`src/rtl/fp_pkg.sv`:
```
// Shared definitions for the floating-point adder front end: word widths,
// status flag bit positions and the requester FSM state encoding.
package fp_pkg;

    // Default IEEE-754 single-precision geometry.
    localparam int MANT_SIZE = 23;
    localparam int EXP_SIZE  = 8;
    localparam int WORD_W    = MANT_SIZE + EXP_SIZE + 1;

    // Status flags returned with every response: {NAN, overflow, underflow, zero}.
    localparam int FLAG_W    = 4;
    localparam int FLAG_NAN  = 3;
    localparam int FLAG_OVF  = 2;
    localparam int FLAG_UNF  = 1;
    localparam int FLAG_ZERO = 0;

    // Requester sequencing: accept, strobe the adder, wait for done, hand back.
    typedef enum logic [1:0] {
        ST_IDLE = 2'd0,
        ST_LOAD = 2'd1,
        ST_WAIT = 2'd2,
        ST_RESP = 2'd3
    } fsm_state_t;

    // Full word width (sign + exponent + mantissa) for a given geometry.
    function automatic int word_width(input int mant, input int expo);
        return mant + expo + 1;
    endfunction

endpackage

```
`src/rtl/fp_add_requester_if.sv`:
```
// Bundle of the request channel, response channel and adder-side signals of
// the floating-point adder front end. The master modport is the requester
// itself (it masters the adder and serves the request/response channels);
// the slave modport is everything around it (command decoder + adder).
interface fp_add_requester_if
    import fp_pkg::*;
#(
    parameter int Mantissa_Size = MANT_SIZE,
    parameter int Exponent_Size = EXP_SIZE
);
    localparam int W = word_width(Mantissa_Size, Exponent_Size);

    // Request channel
    logic              req_valid;
    logic              req_ready;
    logic [W-1:0]      req_a;
    logic [W-1:0]      req_b;
    logic              req_sub;

    // Response channel
    logic              rsp_valid;
    logic              rsp_ready;
    logic [W-1:0]      rsp_result;
    logic [FLAG_W-1:0] rsp_flags;
    logic              rsp_timeout;

    // Adder side
    logic              add_enable;
    logic              add_load;
    logic [W-1:0]      add_A;
    logic [W-1:0]      add_B;
    logic [W-1:0]      add_result;
    logic              add_done;
    logic              add_zero_flag;
    logic              add_overflow;
    logic              add_underflow;
    logic              add_NAN;

    modport master (
        input  req_valid, req_a, req_b, req_sub,
        output req_ready,
        output rsp_valid, rsp_result, rsp_flags, rsp_timeout,
        input  rsp_ready,
        output add_enable, add_load, add_A, add_B,
        input  add_result, add_done, add_zero_flag, add_overflow, add_underflow, add_NAN
    );

    modport slave (
        output req_valid, req_a, req_b, req_sub,
        input  req_ready,
        input  rsp_valid, rsp_result, rsp_flags, rsp_timeout,
        output rsp_ready,
        input  add_enable, add_load, add_A, add_B,
        output add_result, add_done, add_zero_flag, add_overflow, add_underflow, add_NAN
    );

endinterface

```
`src/rtl/fp_add_requester.sv`:
```
// Initiator-side front end for the floating-point adder. Takes one operand
// pair at a time, turns subtraction into addition by flipping B's sign,
// strobes the adder, waits for done (bounded by TIMEOUT) and returns the
// result with its status flags. No request buffering: a new request is only
// taken once the previous response has been consumed.
// TIMEOUT must be at least 4 so that the wait window spans a valid done.
module fp_add_requester
    import fp_pkg::*;
#(
    parameter int Mantissa_Size = MANT_SIZE,
    parameter int Exponent_Size = EXP_SIZE,
    parameter int TIMEOUT       = 32
) (
    input  logic               clk,
    input  logic               rst_n,
    fp_add_requester_if.master bus
);

    localparam int W     = word_width(Mantissa_Size, Exponent_Size);
    localparam int CNT_W = $clog2(TIMEOUT);
    // Last WAIT cycle before the request is abandoned.
    localparam logic [CNT_W-1:0] CNT_LAST = CNT_W'(TIMEOUT - 1);

    fsm_state_t        r_state;
    fsm_state_t        w_next_state;
    logic              r_active;
    logic [W-1:0]      r_add_a;
    logic [W-1:0]      r_add_b;
    logic [W-1:0]      r_rsp_result;
    logic [FLAG_W-1:0] r_rsp_flags;
    logic              r_rsp_timeout;
    logic [CNT_W-1:0]  r_wait_cnt;

    logic              w_accept;
    logic              w_done_ok;
    logic              w_timeout_hit;
    logic [W-1:0]      w_b_eff;
    logic [FLAG_W-1:0] w_adder_flags;

    // A request is taken only in IDLE, and only once we are out of reset.
    assign w_accept = (r_state == ST_IDLE) && r_active && bus.req_valid;

    // done is trusted only from the second WAIT cycle on: in the first one it
    // may still be the level left over from the previous operation.
    assign w_done_ok = (r_state == ST_WAIT) && bus.add_done && (r_wait_cnt != '0);

    // Timeout fires on the last WAIT cycle unless done arrives at the same time.
    assign w_timeout_hit = (r_state == ST_WAIT) && !w_done_ok && (r_wait_cnt == CNT_LAST);

    // Subtraction A-B is issued to the adder as A + (-B).
    assign w_b_eff = {bus.req_b[W-1] ^ bus.req_sub, bus.req_b[W-2:0]};

    // Gather the adder's individual status bits into the packed flag word.
    always_comb begin
        w_adder_flags            = '0;
        w_adder_flags[FLAG_NAN]  = bus.add_NAN;
        w_adder_flags[FLAG_OVF]  = bus.add_overflow;
        w_adder_flags[FLAG_UNF]  = bus.add_underflow;
        w_adder_flags[FLAG_ZERO] = bus.add_zero_flag;
    end

    // Marks the first clock after reset release; gates req_ready and enable.
    always_ff @(posedge clk or negedge rst_n) begin
        if (!rst_n) begin
            r_active <= 1'b0;
        end else begin
            r_active <= 1'b1;
        end
    end

    // FSM state register.
    always_ff @(posedge clk or negedge rst_n) begin
        if (!rst_n) begin
            r_state <= ST_IDLE;
        end else begin
            r_state <= w_next_state;
        end
    end

    // FSM next-state logic.
    always_comb begin
        w_next_state = r_state;
        case (r_state)
            ST_IDLE: if (w_accept)                    w_next_state = ST_LOAD;
            ST_LOAD:                                  w_next_state = ST_WAIT;
            ST_WAIT: if (w_done_ok || w_timeout_hit)  w_next_state = ST_RESP;
            ST_RESP: if (bus.rsp_ready)               w_next_state = ST_IDLE;
            default:                                  w_next_state = ST_IDLE;
        endcase
    end

    // FSM outputs: handshake readiness, load strobe and response valid.
    always_comb begin
        bus.req_ready = 1'b0;
        bus.add_load  = 1'b0;
        bus.rsp_valid = 1'b0;
        case (r_state)
            ST_IDLE: bus.req_ready = r_active;
            ST_LOAD: bus.add_load  = 1'b1;
            ST_RESP: bus.rsp_valid = 1'b1;
            default: bus.req_ready = 1'b0;
        endcase
    end

    // Operand registers: loaded on the request handshake and held until the
    // next accepted request, so the adder sees stable inputs throughout.
    always_ff @(posedge clk or negedge rst_n) begin
        if (!rst_n) begin
            r_add_a <= '0;
            r_add_b <= '0;
        end else if (w_accept) begin
            r_add_a <= bus.req_a;
            r_add_b <= w_b_eff;
        end
    end

    // WAIT-cycle counter: cleared in LOAD, counts up in WAIT, sticks at the
    // timeout value.
    always_ff @(posedge clk or negedge rst_n) begin
        if (!rst_n) begin
            r_wait_cnt <= '0;
        end else if (r_state == ST_LOAD) begin
            r_wait_cnt <= '0;
        end else if ((r_state == ST_WAIT) && (r_wait_cnt != CNT_LAST)) begin
            r_wait_cnt <= r_wait_cnt + CNT_W'(1);
        end
    end

    // Response capture: adder result and flags on done, zeros plus the
    // timeout marker when the adder never answers. Held through RESP.
    always_ff @(posedge clk or negedge rst_n) begin
        if (!rst_n) begin
            r_rsp_result  <= '0;
            r_rsp_flags   <= '0;
            r_rsp_timeout <= 1'b0;
        end else if (w_done_ok) begin
            r_rsp_result  <= bus.add_result;
            r_rsp_flags   <= w_adder_flags;
            r_rsp_timeout <= 1'b0;
        end else if (w_timeout_hit) begin
            r_rsp_result  <= '0;
            r_rsp_flags   <= '0;
            r_rsp_timeout <= 1'b1;
        end
    end

    assign bus.add_enable  = r_active;
    assign bus.add_A       = r_add_a;
    assign bus.add_B       = r_add_b;
    assign bus.rsp_result  = r_rsp_result;
    assign bus.rsp_flags   = r_rsp_flags;
    assign bus.rsp_timeout = r_rsp_timeout;

endmodule

```
`src/flat_wrapper.sv`:
```
// flat-port wrapper written by rule: the top's interface ports become plain ports
module fp_add_requester_flat import fp_pkg::*;
#(
    parameter int Mantissa_Size = MANT_SIZE,
    parameter int Exponent_Size = EXP_SIZE,
    parameter int TIMEOUT       = 32
)
  (clk, rst_n, bus_req_valid, bus_req_a, bus_req_b, bus_req_sub, bus_req_ready, bus_rsp_valid, bus_rsp_result, bus_rsp_flags, bus_rsp_timeout, bus_rsp_ready, bus_add_enable, bus_add_load, bus_add_A, bus_add_B, bus_add_result, bus_add_done, bus_add_zero_flag, bus_add_overflow, bus_add_underflow, bus_add_NAN);
  fp_add_requester_if #(.Mantissa_Size(Mantissa_Size), .Exponent_Size(Exponent_Size)) bus_i ();
  input  logic clk;
  input  logic rst_n;
  input wire logic [$bits(bus_i.req_valid)-1:0] bus_req_valid;
  input wire logic [$bits(bus_i.req_a)-1:0] bus_req_a;
  input wire logic [$bits(bus_i.req_b)-1:0] bus_req_b;
  input wire logic [$bits(bus_i.req_sub)-1:0] bus_req_sub;
  output wire logic [$bits(bus_i.req_ready)-1:0] bus_req_ready;
  output wire logic [$bits(bus_i.rsp_valid)-1:0] bus_rsp_valid;
  output wire logic [$bits(bus_i.rsp_result)-1:0] bus_rsp_result;
  output wire logic [$bits(bus_i.rsp_flags)-1:0] bus_rsp_flags;
  output wire logic [$bits(bus_i.rsp_timeout)-1:0] bus_rsp_timeout;
  input wire logic [$bits(bus_i.rsp_ready)-1:0] bus_rsp_ready;
  output wire logic [$bits(bus_i.add_enable)-1:0] bus_add_enable;
  output wire logic [$bits(bus_i.add_load)-1:0] bus_add_load;
  output wire logic [$bits(bus_i.add_A)-1:0] bus_add_A;
  output wire logic [$bits(bus_i.add_B)-1:0] bus_add_B;
  input wire logic [$bits(bus_i.add_result)-1:0] bus_add_result;
  input wire logic [$bits(bus_i.add_done)-1:0] bus_add_done;
  input wire logic [$bits(bus_i.add_zero_flag)-1:0] bus_add_zero_flag;
  input wire logic [$bits(bus_i.add_overflow)-1:0] bus_add_overflow;
  input wire logic [$bits(bus_i.add_underflow)-1:0] bus_add_underflow;
  input wire logic [$bits(bus_i.add_NAN)-1:0] bus_add_NAN;
  assign bus_i.req_valid = bus_req_valid;
  assign bus_i.req_a = bus_req_a;
  assign bus_i.req_b = bus_req_b;
  assign bus_i.req_sub = bus_req_sub;
  assign bus_req_ready = bus_i.req_ready;
  assign bus_rsp_valid = bus_i.rsp_valid;
  assign bus_rsp_result = bus_i.rsp_result;
  assign bus_rsp_flags = bus_i.rsp_flags;
  assign bus_rsp_timeout = bus_i.rsp_timeout;
  assign bus_i.rsp_ready = bus_rsp_ready;
  assign bus_add_enable = bus_i.add_enable;
  assign bus_add_load = bus_i.add_load;
  assign bus_add_A = bus_i.add_A;
  assign bus_add_B = bus_i.add_B;
  assign bus_i.add_result = bus_add_result;
  assign bus_i.add_done = bus_add_done;
  assign bus_i.add_zero_flag = bus_add_zero_flag;
  assign bus_i.add_overflow = bus_add_overflow;
  assign bus_i.add_underflow = bus_add_underflow;
  assign bus_i.add_NAN = bus_add_NAN;
  fp_add_requester #(.Mantissa_Size(Mantissa_Size), .Exponent_Size(Exponent_Size), .TIMEOUT(TIMEOUT)) u_core (.clk(clk), .rst_n(rst_n), .bus(bus_i));
endmodule
```
`config.mk`:
```
export PLATFORM = sky130hd
export DESIGN_NAME = fp_add_requester_flat
export DESIGN_NICKNAME = d
export VERILOG_FILES = /design/src/rtl/fp_pkg.sv /design/src/rtl/fp_add_requester_if.sv /design/src/rtl/fp_add_requester.sv /design/src/flat_wrapper.sv
export SDC_FILE = /design/constraint.sdc
export NUM_CORES = 1
export LEC_CHECK = 0
export CAP_MARGIN = 20
export CELL_PAD_IN_SITES_DETAIL_PLACEMENT = 2
export CELL_PAD_IN_SITES_GLOBAL_PLACEMENT = 2
export CORE_ASPECT_RATIO = 1.4
export CORE_MARGIN = 2
export CORE_UTILIZATION = 25
export DETAILED_ROUTE_END_ITERATION = 8
export PLACE_DENSITY_LB_ADDON = 0.1
export SYNTH_ARGS = -nofsm -noshare
export SYNTH_HDL_FRONTEND = slang
export SYNTH_SLANG_ARGS = --single-unit
```
`constraint.sdc`:
```
create_clock -name clk -period 2.5 [get_ports clk]
set_input_delay 0.5 -clock clk [delete_from_list [all_inputs] [get_ports clk]]
set_output_delay 0.5 -clock clk [all_outputs]
set_load 0.01 [all_outputs]
```
======== After elaboration in Yosys (flattened, before gate mapping) ========
Cells that the tools add are included.
operators by class
  add/sub/neg operators ................... 1
  equality and inequality tests ........... 8
  muxes and demuxes ....................... 15
  bitwise logic cells ..................... 1
  reduce and logical (&&, ||, !) cells .... 14
operators with widths
  kind                   number
  $mux W32               2
  $mux W5                2
  $mux W4                2
  $pmux W2 S4            1
  $logic_and A1 B1 Y1    7
  $mux W2                3
  $add A5 B1 Y5 const B  1
  $eq A5 B5 Y1 const B   1
  $mux W1                5
  $ne A5 B5 Y1 const B   1
  $reduce_bool A5 Y1     1
  $eq A2 B2 Y1 const B   2
  $ne A2 B1 Y1 const B   2
  $reduce_bool A2 Y1     2
  $reduce_and A3 Y1      1
  $eq A2 B1 Y1 const B   1
  $logic_not A2 Y1       1
  $ne A2 B2 Y1 const B   1
  $logic_not A1 Y1       1
  $logic_or A1 B1 Y1     1
  $xor A1 B1 Y1          1
word-level totals
  register bits ........................... 109
  input bits .............................. 106
  output and inout port bits .............. 105
  word-level logic and storage cells ...... 47

======== Depth between registers and ports, before layout ========
  depth after elaboration ................. 9
  mapped depth ............................ 7
  mapped depth without buffers ............ 6

======== Least setup slack after synthesis ========
Ideal clock, no wire load.
  path kind ............................... flip-flop to flip-flop
  start ................................... register u_core.r_wait_cnt[0]
  end ..................................... register u_core.r_wait_cnt[3]
  setup time .............................. 78 ps
  arrival ................................. 1771 ps
  data required time ...................... 2422 ps
  path slack .............................. 651 ps
  stages on the path, launching flop included .. 8
  path buffers ............................ 1
  clock period less this slack ............ 1849 ps
  cell sequence ........................... dfrtp_1 ha_1 and3_2 ha_1 nand2b_1 clkbuf_1 or3_1 a21oi_1
on the way
  longest elaborated chain between the ends .. 3
  elaborated cells on any way between the ends .. 6
  those cells by class .................... 1 x add/sub; 1 x eq/ne; 2 x mux; 2 x reduce/logical
ends and longest elaborated chain
  what                                            line                                              text
  from (decl)                                     fp_add_requester.sv:32                            logic [CNT_W-1:0] r_wait_cnt;
  from (signal assigned)                          fp_add_requester.sv:125                           r_wait_cnt <= r_wait_cnt + CNT_W'(1);
  $add A5 B1 Y5 or $ne A5 B5 Y1 (tied branches)   fp_add_requester.sv:125, fp_add_requester.sv:124
  $mux W5 or $logic_and A1 B1 Y1 (tied branches)  fp_add_requester.sv:124                           end else if ((r_state == ST_WAIT) && (r_wait_cnt != CNT_LAST)) begin
  $mux W5 or $reduce_bool A2 Y1 (tied branches)   --
Several ways; a longest one is shown, not always the timed one. The select of a mux whose other input is x is not followed.
A chain may end at the register's enable or synchronous reset.

======== Final worst setup path ========
  start ................................... register u_core.r_state[1]
  end ..................................... output bus_req_ready
on the way
  longest elaborated chain between the ends .. 2
ends and longest elaborated chain
  what                    line                    text
  from (decl)             fp_add_requester.sv:24  fsm_state_t r_state;
  from (signal assigned)  fp_add_requester.sv:76  r_state <= w_next_state;
  $logic_not A2 Y1        fp_add_requester.sv:97  case (r_state)
  $mux W1                 fp_add_requester.sv:97
  to (decl)               flat_wrapper.sv:16      output wire logic [$bits(bus_i.req_ready)-1:0] bus_req_ready;
No other way between the ends.

==> qor.csv <==
stage;metric;value;unit
run_status;outcome;finished, final reports clean;
worst_setup_path;CP Cell Sequence;inv_1 -> ha_1 -> and2_1 -> clkdlybuf4s50_1;
synth;xor and xnor area share after synthesis;0.578;%
clock_network;Clock Tree Buf Depth;2;
timing;fin crit share;94.8;%
clock_network;post-CTS sizing;0;
floorplanning;Die Area;19300;µm²
detailed_routing;vias per cell;4.24;
power;cell area power density;1190;nW/µm²
power;Logic pwr share;45.6;%
synth;Synth Net Count;457;
place;GPL Wtd Cong;0.710;
floorplanning;core area;17900;µm²
synth;Synth Area in Compound Gates;1.84;%
worst_setup_path;Max stage delay cell, worst path;clkdlybuf4s50_1;
synth;simple-gate share of the synthesized area;5.39;%
floorplanning;# IOs;211;
timing;final hold viol count;0;
worst_setup_path;Largest stage delay, worst path;0.53;ns
synth;EDFF count, synth;0;
power;clock share of power;18.5;%
synth;Async SR Flop Fraction;100;%
clock_network;post-CTS setup buffer count;0;
clock_network;later-pin clock latency in the skew report;0.36;ns
clock_network;CTS Buf Count;9;
grt;gr usage total;14.9;%
synth;Post-Syn Area;4550;µm²
grt;first-pass GRT wire length;21900;µm
grt;initial antenna violation count;1;
timing;Worst-Margin Slew;0.701;ns
timing;Rel. slew slack;53.2;%
detailed_routing;met3 wire len;626;µm
detailed_routing;Met2 Wirelength;8040;µm
detailed_routing;DRT antenna net count;0;
detailed_routing;Detailed Routing Iterations Pass 1;3;
synth;Unique masters post-synth;30;
detailed_routing;max layer used;met4;
worst_setup_path;Crit Path Class;flop to output pin;
synth;post-synth top area cell;dfrtp_1;
finish;share of cells above drive strength 1;16.3;%
synth;Synth Area in Adders;1.93;%
synth;multiplexer area fraction after synthesis;24.0;%
finish;fin util;40.4;%
timing;RSZ-0062 raised after global routing;no;
clock_network;CTS H-tree lvls;3;
worst_setup_path;CP max FO;4;
floorplanning;Initial Utilization;25.4;%
synth;Seq cells post-synth;109;
worst_setup_path;CP Capture Type;output pin;
detailed_routing;M1 wire length;5410;µm
finish;most common cell after layout, fill and taps aside;clkdlybuf4s50_1;
synth;Post-synth top flop;dfrtp_1;
place;Port Buffer Count;210;
timing;final setup skew;0.00855;ns
clock_network;# hold bufs at CTS;0;
synth;mean post-synth cell area;13.2;µm²
finish;Nets;668;
worst_hold_path;HP Class;input port to async pin;
worst_setup_path;crit path launch type;flop;
detailed_routing;Routed WL per cell;17.8;µm
synth;Post-Syn Instances;344;
finish;most frequent cells in the layout;209 x clkdlybuf4s50_1, 109 x dfrtp_1, 63 x mux2_2, 40 x inv_1;
synth;post-synth top area share;60.0;%
power;Sequential Power Share;35.9;%
synth;Syn. warnings;0;
synth;register area share after synthesis;60.0;%
finish;Fillers;1888;
grt;vias in the first global route;3773;
clock_network;CTS Root Cell;clkbuf_16;
floorplanning;die width;118;µm
worst_setup_path;critical path arrival;1.87;ns
detailed_routing;DRC;0;
timing;setup TNS;0;ns
clock_network;CTS sink cnt;109;
timing;Period minus WS final;2.37;ns
run;number of max-cap violations;0;
grt;pin count of the biggest net entering global routing;65;
power;Net Sw Power;2750;µW
clock_network;TritonCTS clock tree;yes;
detailed_routing;drt total wl;14300;µm
place;post-detail-place hpwl;10600;µm
power;Worst VDD drop;0.483;mV
synth;largest family of logic cells by synthesized area;multiplexers;
finish;Layout area overhead;59.2;%
grt;total gr overflow;0;
detailed_routing;total number of vias;3398;
floorplanning;floorplan row count;58;
power;Switching Fraction;31.9;%
clock_network;Reg clk slew, reported paths;0.07;ns
worst_setup_path;required time at the worst-slack endpoint;2.00;ns
timing;Peak Freq;422;MHz
floorplanning;die span in y;164;µm
synth;Area contributors post-synth;dfrtp_1 60%, mux2_2 16%, mux2i_1 8.4%;
power;P_int;5870;µW
timing;pins over their slew limit;0;
timing;Final setup viols;0;
detailed_routing;1st-iter DRT viols;66;
power;Leak;0.00318;µW
==> cells by family after synthesis <==
| logic type | Yosys count |
|---|---|
| and+or+nand+nor | 55 |
| AOI/OAI and AO/OA | 12 |
| buffers and inverters | 56 |
| xor gates and xnor gates | 3 |
| adders and majority gates | 7 |
| DFF | 109 |
| muxes | 101 |
| other | 1 |
==> power groups by stage <==
stage / Sequential, µW / Combinational, µW / Clock, µW
after CTS: 3110 / 4030 / 1670
after detailed placement: 3150 / 4020 / 0
after floorplan: 3480 / 1310 / 0
after global routing: 3220 / 4220 / 1720
after global placement: 3070 / 3900 / 0
final: 3090 / 3930 / 1600
==> stage by stage <==
stage	hold slack [ns]	power (µW)	std cells	area (µm²)	setup slack [ns]
finish	0.186	8620	801	7240	0.130
global placement	0.465	6970	784	6910	0.535
global route	0.217	9160	801	7240	0.0317
CTS	0.205	8810	800	7230	0.0968
detailed placement	0.495	7160	784	6910	0.500
floorplan	0.204	4780	344	4550	0.651
==> per-layer routing <==
metal	GRT usage, %	vias up
met4	5.09	0
met5	0	-
met2	27.6	98
met3	3.56	11
li1	-	1551
met1	16.6	1738
==> final cells by class <==
type / instances / area [µm²] / share of cell area, %
clock inverters: 6 / 96.3 / 1.33
clock buffers: 10 / 229 / 3.16
multi-input cells: 179 / 1550 / 21.4
flip-flops and latches: 109 / 2730 / 37.7
well taps: 240 / 300 / 4.15
diodes: 1 / 2.50 / 0.0346
repair buffers: 216 / 2180 / 30.2
inverters: 40 / 150 / 2.07
==> path summary, 6_finish.rpt <==
path	endpoint	startpoint	slack, ns	depth (start not counted)
max in group asynchronous	u_core.bus.add_A[0]	rst_n	1.63	2
min in group clk	u_core.bus.add_B[6]	u_core.bus.add_B[6]	0.51	1
min reg2reg	u_core.bus.add_B[6]	u_core.bus.add_B[6]	0.51	1
max	bus_req_ready	u_core.r_state[1]	0.13	4
max reg2reg	u_core.r_wait_cnt[3]	u_core.r_wait_cnt[1]	0.48	6
min	u_core.bus.rsp_result[1]	rst_n	0.19	1
==> cells in the mapped netlist (3+ instances only) <==
| master | n |
|---|---|
| a21oi_1 | 3 |
| buf_12 | 4 |
| buf_2 | 5 |
| clkbuf_1 | 7 |
| dfrtp_1 | 109 |
| ha_1 | 7 |
| inv_1 | 40 |
| mux2_2 | 63 |
| mux2i_1 | 38 |
| nand2_1 | 38 |
| nand3_1 | 3 |
| nor2_1 | 6 |
==> flip-flops by register name, indices dropped and copies added, names as in the netlist <==
| signal | flops |
|---|---|
| u_core.bus.add_enable | 1 |
| u_core.bus.rsp_timeout | 1 |
| u_core.r_state | 2 |
| u_core.bus.add_A | 32 |
| u_core.bus.rsp_result | 32 |
| u_core.bus.rsp_flags | 4 |
| u_core.bus.add_B | 32 |
| u_core.r_wait_cnt | 5 |
==> worst max-delay path: cells and delay by family (launching register included) <==
family        cells  cell delay [ns]
buf+inv           2             0.67
flops             1             0.41
fa+ha+maj         1             0.28
simple gates      1             0.16
Power figures use the tool's default switching activity.
